--- config.mk ---
export PLATFORM = sky130hd
export DESIGN_NAME = shift_reg_univ
export DESIGN_NICKNAME = d
export VERILOG_FILES = /design/src/rtl/shift_reg_univ.sv
export SDC_FILE = /design/constraint.sdc
export NUM_CORES = 1
export LEC_CHECK = 0
export CORE_MARGIN = 4
export CORE_UTILIZATION = 51
export DETAILED_ROUTE_END_ITERATION = 12
export PLACE_DENSITY_LB_ADDON = 0.1
export SETUP_SLACK_MARGIN = 0.2
export SLEW_MARGIN = 10
export SYNTH_ARGS = -nofsm -noshare
export SYNTH_HDL_FRONTEND = slang
export SYNTH_SLANG_ARGS = --single-unit
--- constraint.sdc ---
create_clock -name clk -period 2 [get_ports clk]
set_input_delay 0.5 -clock clk [delete_from_list [all_inputs] [get_ports clk]]
set_output_delay 0.5 -clock clk [all_outputs]
set_load 0.02 [all_outputs]
--- src/rtl/shift_reg_univ.sv ---
// rtl/shift_reg_univ.sv - universal shift register with hold/shift/load and an autonomous N-shift burst engine
module shift_reg_univ #(
  parameter int          WIDTH     = 8,
  parameter int          CNT_W     = 4,
  parameter logic [WIDTH-1:0] RESET_VAL = '0
) (
  input  logic             clk,
  input  logic             rst_n,
  input  logic             en,
  input  logic [1:0]       mode,
  input  logic             rotate,
  input  logic             sin_r,
  input  logic             sin_l,
  input  logic [WIDTH-1:0] d,
  input  logic             start,
  input  logic [CNT_W-1:0] len,
  output logic [WIDTH-1:0] q,
  output logic [WIDTH-1:0] q_,
  output logic             busy,
  output logic             done
);

  localparam logic [1:0] MODE_HOLD = 2'b00;
  localparam logic [1:0] MODE_SHR  = 2'b01;
  localparam logic [1:0] MODE_SHL  = 2'b10;
  localparam logic [1:0] MODE_LOAD = 2'b11;

  typedef enum logic {IDLE = 1'b0, BUSY = 1'b1} state_t;

  state_t           state;
  logic [CNT_W-1:0] cnt;
  logic             burst_left;
  logic             burst_rot;

  function automatic logic [WIDTH-1:0] shr(input logic [WIDTH-1:0] v, input logic rot, input logic s);
    return {rot ? v[0] : s, v[WIDTH-1:1]};
  endfunction

  function automatic logic [WIDTH-1:0] shl(input logic [WIDTH-1:0] v, input logic rot, input logic s);
    return {v[WIDTH-2:0], rot ? v[WIDTH-1] : s};
  endfunction

  assign q_ = ~q;

  always_ff @(posedge clk or negedge rst_n) begin
    if (!rst_n) begin
      q          <= RESET_VAL;
      state      <= IDLE;
      busy       <= 1'b0;
      done       <= 1'b0;
      cnt        <= '0;
      burst_left <= 1'b0;
      burst_rot  <= 1'b0;
    end else begin
      // done is a single-cycle pulse even when en is low
      done <= 1'b0;
      if (en) begin
        case (state)
          IDLE: begin
            if (start && (mode == MODE_SHR || mode == MODE_SHL)) begin
              burst_left <= (mode == MODE_SHL);
              burst_rot  <= rotate;
              cnt        <= len;
              if (len != '0) begin
                state <= BUSY;
                busy  <= 1'b1;
              end else begin
                done <= 1'b1;
              end
            end else begin
              case (mode)
                MODE_SHR:  q <= shr(q, rotate, sin_r);
                MODE_SHL:  q <= shl(q, rotate, sin_l);
                MODE_LOAD: q <= d;
                MODE_HOLD: q <= q;
                default:   q <= q;
              endcase
            end
          end
          BUSY: begin
            q   <= burst_left ? shl(q, burst_rot, sin_l) : shr(q, burst_rot, sin_r);
            cnt <= cnt - 1'b1;
            if (cnt == CNT_W'(1)) begin
              state <= IDLE;
              busy  <= 1'b0;
              done  <= 1'b1;
            end
          end
          default: state <= IDLE;
        endcase
      end
    end
  end

endmodule

### After elaboration in Yosys (flattened, before gate mapping)

Cells that the tools add are included.

* reductions and logical operators: 8
* eq/ne operators: 9
* bitwise gates (word level): 2
* add/sub/neg operators: 1
* muxes and demuxes: 23

Operators by type and width (number)
* case mux 8 bit (3 select lines): 1
* two-way mux 8 bit: 2
* case mux 8 bit (2 select lines): 1
* two-way mux 1 bit: 14
* inequality test 2 bit (second input constant): 4
* NOT 8 bit: 1
* case mux 4 bit (2 select lines): 1
* case mux 1 bit (2 select lines): 3
* AND reduction 3 bit: 2
* equality test 2 bit (second input constant): 2
* equality test 4 x 1 -> 1 bit (second input constant): 1
* two-way mux 4 bit: 1
* AND reduction 4 bit: 1
* nonzero test 4 bit: 1
* subtractor 4 x 1 -> 4 bit (second input constant): 1
* equality test 2 x 1 -> 1 bit (second input constant): 1
* logical NOT 2 bit: 1
* inequality test 2 x 1 -> 1 bit (second input constant): 1
* AND reduction 2 bit: 1
* logical AND 1 bit: 1
* logical OR 1 bit: 1
* NOT 1 bit: 1

* output and inout port bits: 18
* flip-flop bits (word level): 17
* logic and storage cells: 50

### Longest topological paths before layout

Gate-level depths: netlist of run 1.

* depth after elaboration: 6
* depth in mapped cells: 7
* depth with buffers taken out: 6

### Worst setup path before layout of run 1

Ideal clock, no wire load.

* path kind: input port to flip-flop
* from: input mode[0]
* to: register q[3]
* cell stages on the path: 7
* slack: 0.333 ns
* arrival time: 1.546 ns
* library setup time: 0.121 ns
* path buffers: 1
* cell sequence: inv_1 > ha_1 > a21oi_1 > o21ai_2 > buf_4 > a21oi_1 > a22o_1

* word-level cells in the longest chain between the ends: 5
* elaborated cells between the ends (all ways): 12

RTL lines
* start: declaration: RTL line 10 `input logic [1:0] mode,`
* parallel branches: the longest is 5 deep, another holds case mux 8 bit (3 select lines)
* end signal: assignment: RTL line 72 `MODE_SHR: q <= shr(q, rotate, sin_r);`
* end signal: assignment: RTL line 73 `MODE_SHL: q <= shl(q, rotate, sin_l);`
* end signal: assignment: RTL line 75 `MODE_HOLD: q <= q;`
* end: declaration: RTL line 17 `output logic [WIDTH-1:0] q,`

Several ways; the timed one is not identified. The select of a mux whose other input is x is not followed.
A chain may end at the register's enable or synchronous reset.

### Worst setup path after layout of run 1

* from: input mode[1]
* to: register q[7]

Same word-level chain as after synthesis.

==> reports/qor.yml, run 1 <==
finish:
  design.final.nets: 225
  antenna-diode-count: 0
  layout-drive-gt1-share: 0.198
  non_filler_instance_count_after_layout: 227
  sequential_cell_area_sq_um: 425
  num-fill-cells: 201
  multi_input_area_sq_um: 820
  area.growth.synth_to_final_pct: 40.2
placement:
  place.gp.congestion: 0.782
  place_inst: 223
  dp_worst_setup_slack_ps: -293
  place_hpwl_microns: 2610
  io_buffers: 38
synth:
  synth-async-reset-ratio: 1.00
  yosysWarnings: 0
  post_synth_main_area_contributors: "sky130_fd_sc_hd__dfrtp_1, sky130_fd_sc_hd__mux2i_1, sky130_fd_sc_hd__a21oi_1, sky130_fd_sc_hd__ha_1, sky130_fd_sc_hd__a22o_1"
  mappedNetlistArea_sq_um: 1320
  netlist_instances: 148
  post_syn_area_per_cell_sq_um: 8.94
  synth_top_area_cell: "sky130_fd_sc_hd__dfrtp_1"
  synth-edff-count: 0
  synth_most_common_cell: "sky130_fd_sc_hd__dfrtp_1"
  synth_seq_area_share: 0.322
  synth_cell_type_count: 39
  synthesis.nets: 175
  synth_seq_cells: 17
  dominantRegCellSynth: "sky130_fd_sc_hd__dfrtp_1"
  netlist.area_leader.share: 0.322
  synth_top_cells_by_count: "sky130_fd_sc_hd__dfrtp_1, sky130_fd_sc_hd__a21oi_1, sky130_fd_sc_hd__inv_1, sky130_fd_sc_hd__nor2b_1"
timing:
  hold_viol: 0
  timing.final.crit_period_ps: 1710
  finalClockSkew_ps: 7.28
  setup_viol_count_final: 0
  tns_ps: 0
  timing.fmax_mhz: 585
  final_critical_path_setup_slack_ps: 290
  max_slew.worst_pin.slew_ps: 433
  slew_viol_final: 0
  rsz0062_at_grt: "no"
  maxSlewHeadroom: 0.711
  layout_worst_path_cycle_share: 0.855
routing:
  drc: 0
  dr_total_vias: 1320
  route.antenna.remaining_nets: 0
  post_drt_wl_per_cell_microns: 16.0
  post_drt_via_cell_ratio: 5.81
  detail_route.iter0.violations: 56
  detailedRoute.firstPassIterationCount: 4
  drt_wl_total_microns: 3620
clock_network:
  cts-root-to-sink-buffers: 2
  tritoncts: "yes"
  cts_buffer_count: 3
  post-cts-setup-buffer-count: 0
  cts.reportedPaths.clkPinSlew_ps: 110
  post_cts_hold_buffer_count: 0
  tritoncts_num_sinks: 17
  htree_levels: 1
  root_buffer: "sky130_fd_sc_hd__clkbuf_4"
  insertion_delay_ps: 310
worst_setup_path:
  startpoint: "mode[1]"
  rrSetupSlack_ps: 540
  critical_path.startpoint_type: "input port"
  critical_path_peak_fanout: 4
  critical_path.cell_chain: "clkdlybuf4s15_1, ha_2, buf_4, buf_4, a221oi_2, o32ai_1, mux2_2"
  master_of_the_slowest_instance_on_the_critical_path: "sky130_fd_sc_hd__mux2_2"
  crit_path_frequent_cell: "sky130_fd_sc_hd__buf_4"
  setup.worst_path.class: "in2reg"
  slowest_delay_ps: 280
  worstSetupEndpointType: "flop"
  critPathArrivalTime_ps: 1900
  worst_ep_required_time_ps: 2200
  timing.rr.start: "cnt[1]$_DFFE_PN0P_"
power:
  ir_drop_v: 0.000841
  p_leak_nw: 0.871
  p_per_area_nw_per_um2: 1240
  design_power_total_mw: 2.30
global_route:
  maximum_number_of_pins_on_one_net_before_global_route_repair: 18
  groute.usage.overall: 0.232
  grt_first_pass_wirelength_microns: 6180
  vias_in_the_first_global_route: 1330
  antenna_found_initial: 0
  global_route.overflow_total: 0
floorplan:
  row_count: 18
  fp.coreArea_sq_um: 2480
  pin_count: 39
  design.die.area_sq_um: 3470
  floorplan.die.height_microns: 58.9
  initial_utilization: 0.534
  die_width_microns: 58.9
status:
  outcome: "finished, final reports clean"
worst_hold_path:
  min_path_type: "in2async"
run:
  maxCapViolCount: 0
[per-stage QoR]
step | util | area (sq um) | hold slack [ps]
floorplan | - | 1320 | 204
detailed placement | 0.730 | 1810 | 533
CTS | 0.745 | 1850 | 512
global route | 0.748 | 1850 | 551
global placement | 0.730 | 1810 | 523
finish | 0.748 | 1850 | 507
[power breakdown]
part           leakage (nW)  internal, mW  switching, mW
logic                 0.644         0.629          0.690
registers             0.209         0.505          0.273
clock network        0.0177        0.0747          0.125
[registers in the layout (all words and copies together), names as in the netlist]
register,cells
burst_left,1
burst_rot,1
busy,1
cnt,4
done,1
q,8
state,1
[cells by family after synthesis]
group	synth area share
mux	0.0946
simple gates	0.142
fa+ha+maj	0.0568
compound gates	0.298
buf+inv	0.0870
flops	0.322
[metal layers]
| metal | GRT usage | wire, microns |
|---|---|---|
| met1 | 0.304 | 1600 |
| met2 | 0.358 | 1670 |
| met3 | 0.0417 | 212 |
| met4 | 0.129 | 137 |
| met5 | 0 | 0 |
[worst paths after layout]
kind,to,cells after the start
worst min register to register,cnt[0]$_DFFE_PN0P_,1
min in group clk,cnt[0]$_DFFE_PN0P_,1
worst max-delay path,q[7]$_DFFE_PN0P_,7
worst min-delay path,burst_rot$_DFFE_PN0P_,2
max in group asynchronous,q[7]$_DFFE_PN0P_,2
worst max register to register,busy$_DFFE_PN0P_,6
[cells in the final DEF, fill, tap and decap left out, types with 2 or more instances in the layout]
cell type and count:
sky130_fd_sc_hd__a21oi_1 14, sky130_fd_sc_hd__a221oi_2 2, sky130_fd_sc_hd__a22o_1 7, sky130_fd_sc_hd__a2bb2oi_1 6
sky130_fd_sc_hd__buf_4 17, sky130_fd_sc_hd__clkbuf_4 3, sky130_fd_sc_hd__clkdlybuf4s50_1 18, sky130_fd_sc_hd__dfrtp_1 17
sky130_fd_sc_hd__dlygate4sd2_1 18, sky130_fd_sc_hd__ha_1 3, sky130_fd_sc_hd__ha_4 2, sky130_fd_sc_hd__inv_1 14
sky130_fd_sc_hd__mux2_2 4, sky130_fd_sc_hd__mux2i_1 8, sky130_fd_sc_hd__nand2_1 4, sky130_fd_sc_hd__nor2_1 6
sky130_fd_sc_hd__nor2b_1 9, sky130_fd_sc_hd__nor3_1 7, sky130_fd_sc_hd__o21ai_0 4, sky130_fd_sc_hd__o21ai_2 2
sky130_fd_sc_hd__o21bai_1 6
[layout make-up]
cell class | instances | area share
tap | 30 | 0.0202
multi-input combinational | 106 | 0.442
sequential | 17 | 0.229
clock inverter | 1 | 0.00270
inverter | 15 | 0.0304
clock buffer | 3 | 0.0121
timing repair buffer | 55 | 0.263
[critical path, delay by kind of cell]
kind / cells / cell delay, ps
buffers and inverters: 3 / 530
multiplexers: 1 / 280
AO/OA/AOI/OAI: 2 / 350
adder cells (fa/ha/maj): 1 / 240
[what timing repair did]
item / in CTS / in global routing
endpoints found under the setup margin: 28 / 2
pin swaps: 1 / 0
cloned: 0 / 0
resized for setup: 26 / 3
Note: power is estimated with default switching activity, not from simulation.
==> run 2: changes to the inputs <==
- CELL_PAD_IN_SITES_DETAIL_PLACEMENT: not set -> 1
- CELL_PAD_IN_SITES_GLOBAL_PLACEMENT: not set -> 1
- CORE_UTILIZATION: 51 -> 37
==> run 2 against run 1 <==
Register-to-register slack worse by 40 ps. Clock power hardly changed. Total power is 0.30% higher. Sequential share of layout area is 0.22 points lower. Combinational power hardly changed. Clock skew is 0.68 ps lower. Critical path depth stayed put. Cell count is 7.5% higher.
==> reports/qor.yml, run 2 (synthesis gave the netlist of run 1 again) <==
worst_setup_path:
  critical_path.startpoint_type: "input port"
  worstSetupEndpointType: "flop"
  setup.worst_path.class: "in2reg"
  ff2ff_path_depth: 6
  critPathArrivalTime_ps: 1920
  worst_ep_required_time_ps: 2200
  critical_path_peak_fanout: 3
timing:
  maxSlewHeadroom: 0.683
  setup_viol_count_final: 0
  whs_ps: 510
  rsz0062_at_grt: "no"
  finalClockSkew_ps: 6.60
  timing.fmax_mhz: 579
  timing.final.crit_period_ps: 1730
  slew_viol_final: 0
  layout_worst_path_cycle_share: 0.864
  max_slew.worst_pin.slew_ps: 476
  hold_viol: 0
floorplan:
  design.die.area_sq_um: 4590
  fp.coreArea_sq_um: 3390
  row_count: 21
  initial_utilization: 0.390
  pin_count: 39
  floorplan.die.height_microns: 67.8
  die_width_microns: 67.8
placement:
  place.gp.congestion: 0.803
  place_inst: 240
  io_buffers: 38
  dpl-instance-area_sq_um: 1840
  place_hpwl_microns: 3030
routing:
  dr_total_vias: 1327
  post_drt_wl_per_cell_microns: 16.1
  detail_route.iter0.violations: 94
  detailedRoute.firstPassIterationCount: 4
  drt_wl_total_microns: 3920
  post_drt_via_cell_ratio: 5.44
  route.antenna.remaining_nets: 0
  drc: 0
clock_network:
  tritoncts_num_sinks: 17
  cts_buffer_count: 3
  cts.reportedPaths.clkPinSlew_ps: 110
  htree_levels: 1
  insertion_delay_ps: 300
  post_cts_hold_buffer_count: 0
  tritoncts: "yes"
  root_buffer: "sky130_fd_sc_hd__clkbuf_4"
  cts-root-to-sink-buffers: 2
global_route:
  antenna_found_initial: 0
  maximum_number_of_pins_on_one_net_before_global_route_repair: 18
  global_route.overflow_total: 0
  vias_in_the_first_global_route: 1419
  grt_first_pass_wirelength_microns: 6700
  groute.usage.overall: 0.194
finish:
  final_cell_mix: "sky130_fd_sc_hd__clkdlybuf4s50_1, sky130_fd_sc_hd__buf_4, sky130_fd_sc_hd__dlygate4sd2_1"
  non_filler_instance_count_after_layout: 244
  area.growth.synth_to_final_pct: 42.0
  layout_commonest_cell: "sky130_fd_sc_hd__clkdlybuf4s50_1"
  antenna-diode-count: 0
  layout-drive-gt1-share: 0.192
  largest_register_ff_count: 8
  layout_top_registers: "q (8), cnt (4)"
  post-route-util: 0.554
  finalInstanceArea_sq_um: 1880
  design.final.nets: 226
  registers.top_by_ff_count: "q"
power:
  design_power_total_mw: 2.30
  p_per_area_nw_per_um2: 1230
  ir_drop_v: 0.000605
  p_leak_nw: 0.867
worst_hold_path:
  min_path_type: "in2async"
run:
  maxCapViolCount: 0
status:
  outcome: "finished, final reports clean"
run 2: critical path, stage by stage:
cell and delay (ps):
sky130_fd_sc_hd__dlygate4sd2_1 280, sky130_fd_sc_hd__inv_1 120, sky130_fd_sc_hd__buf_4 150, sky130_fd_sc_hd__ha_1 230, sky130_fd_sc_hd__a221oi_2 270, sky130_fd_sc_hd__o32ai_1 110
sky130_fd_sc_hd__mux2_2 270
run 2: area by class of cell:
class / instances / area [sq um]
Clock buffer: 4 / 26.3
Fill cell: 414 / 1510
Inverter: 15 / 56.3
Multi-Input combinational cell: 106 / 815
Sequential cell: 17 / 427
Tap cell: 46 / 57.6
Timing Repair Buffer: 56 / 497
run 2: final timing paths:
path                                    start          endpoint  slack (ps)
setup / recovery                      mode[0]  q[7]$_DFFE_PN0P_         270
hold / removal                          rst_n  q[4]$_DFFE_PN0P_         510
setup reg to reg           cnt[1]$_DFFE_PN0P_  busy$_DFFE_PN0P_         500
hold reg to reg              busy$_DFFE_PN0P_  busy$_DFFE_PN0P_         550
max in group asynchronous               rst_n  q[0]$_DFFE_PN0P_        1270
min in group clk             busy$_DFFE_PN0P_  busy$_DFFE_PN0P_         550
run 2: repair_timing:
action / 4_1_cts / 5_1_grt
buffers inserted: 0 / 0
endpoints found under the setup margin: 29 / 2
gates resized for setup: 25 / 2
run 2: layer usage:
metal / GRT usage / wire length, microns
met1: 0.208 / 1530
met2: 0.357 / 2110
met3: 0.0516 / 206
met4: 0.0794 / 75
met5: 0 / 0
run 2: where the power goes:
part | leakage (nW) | total (mW) | switching (mW) | internal, mW
combinational | 0.645 | 1.33 | 0.693 | 0.636
sequential | 0.207 | 0.778 | 0.271 | 0.507
clock | 0.0150 | 0.197 | 0.119 | 0.0779
run 2: stage by stage:
step           setup WS [ps]  setup TNS [ps]
6_report                 273               0
5_1_grt                  205               0
4_1_cts                  201               0
3_5_place_dp            -267           -3060
3_3_place_gp            -202           -2400
2_1_floorplan            333               0
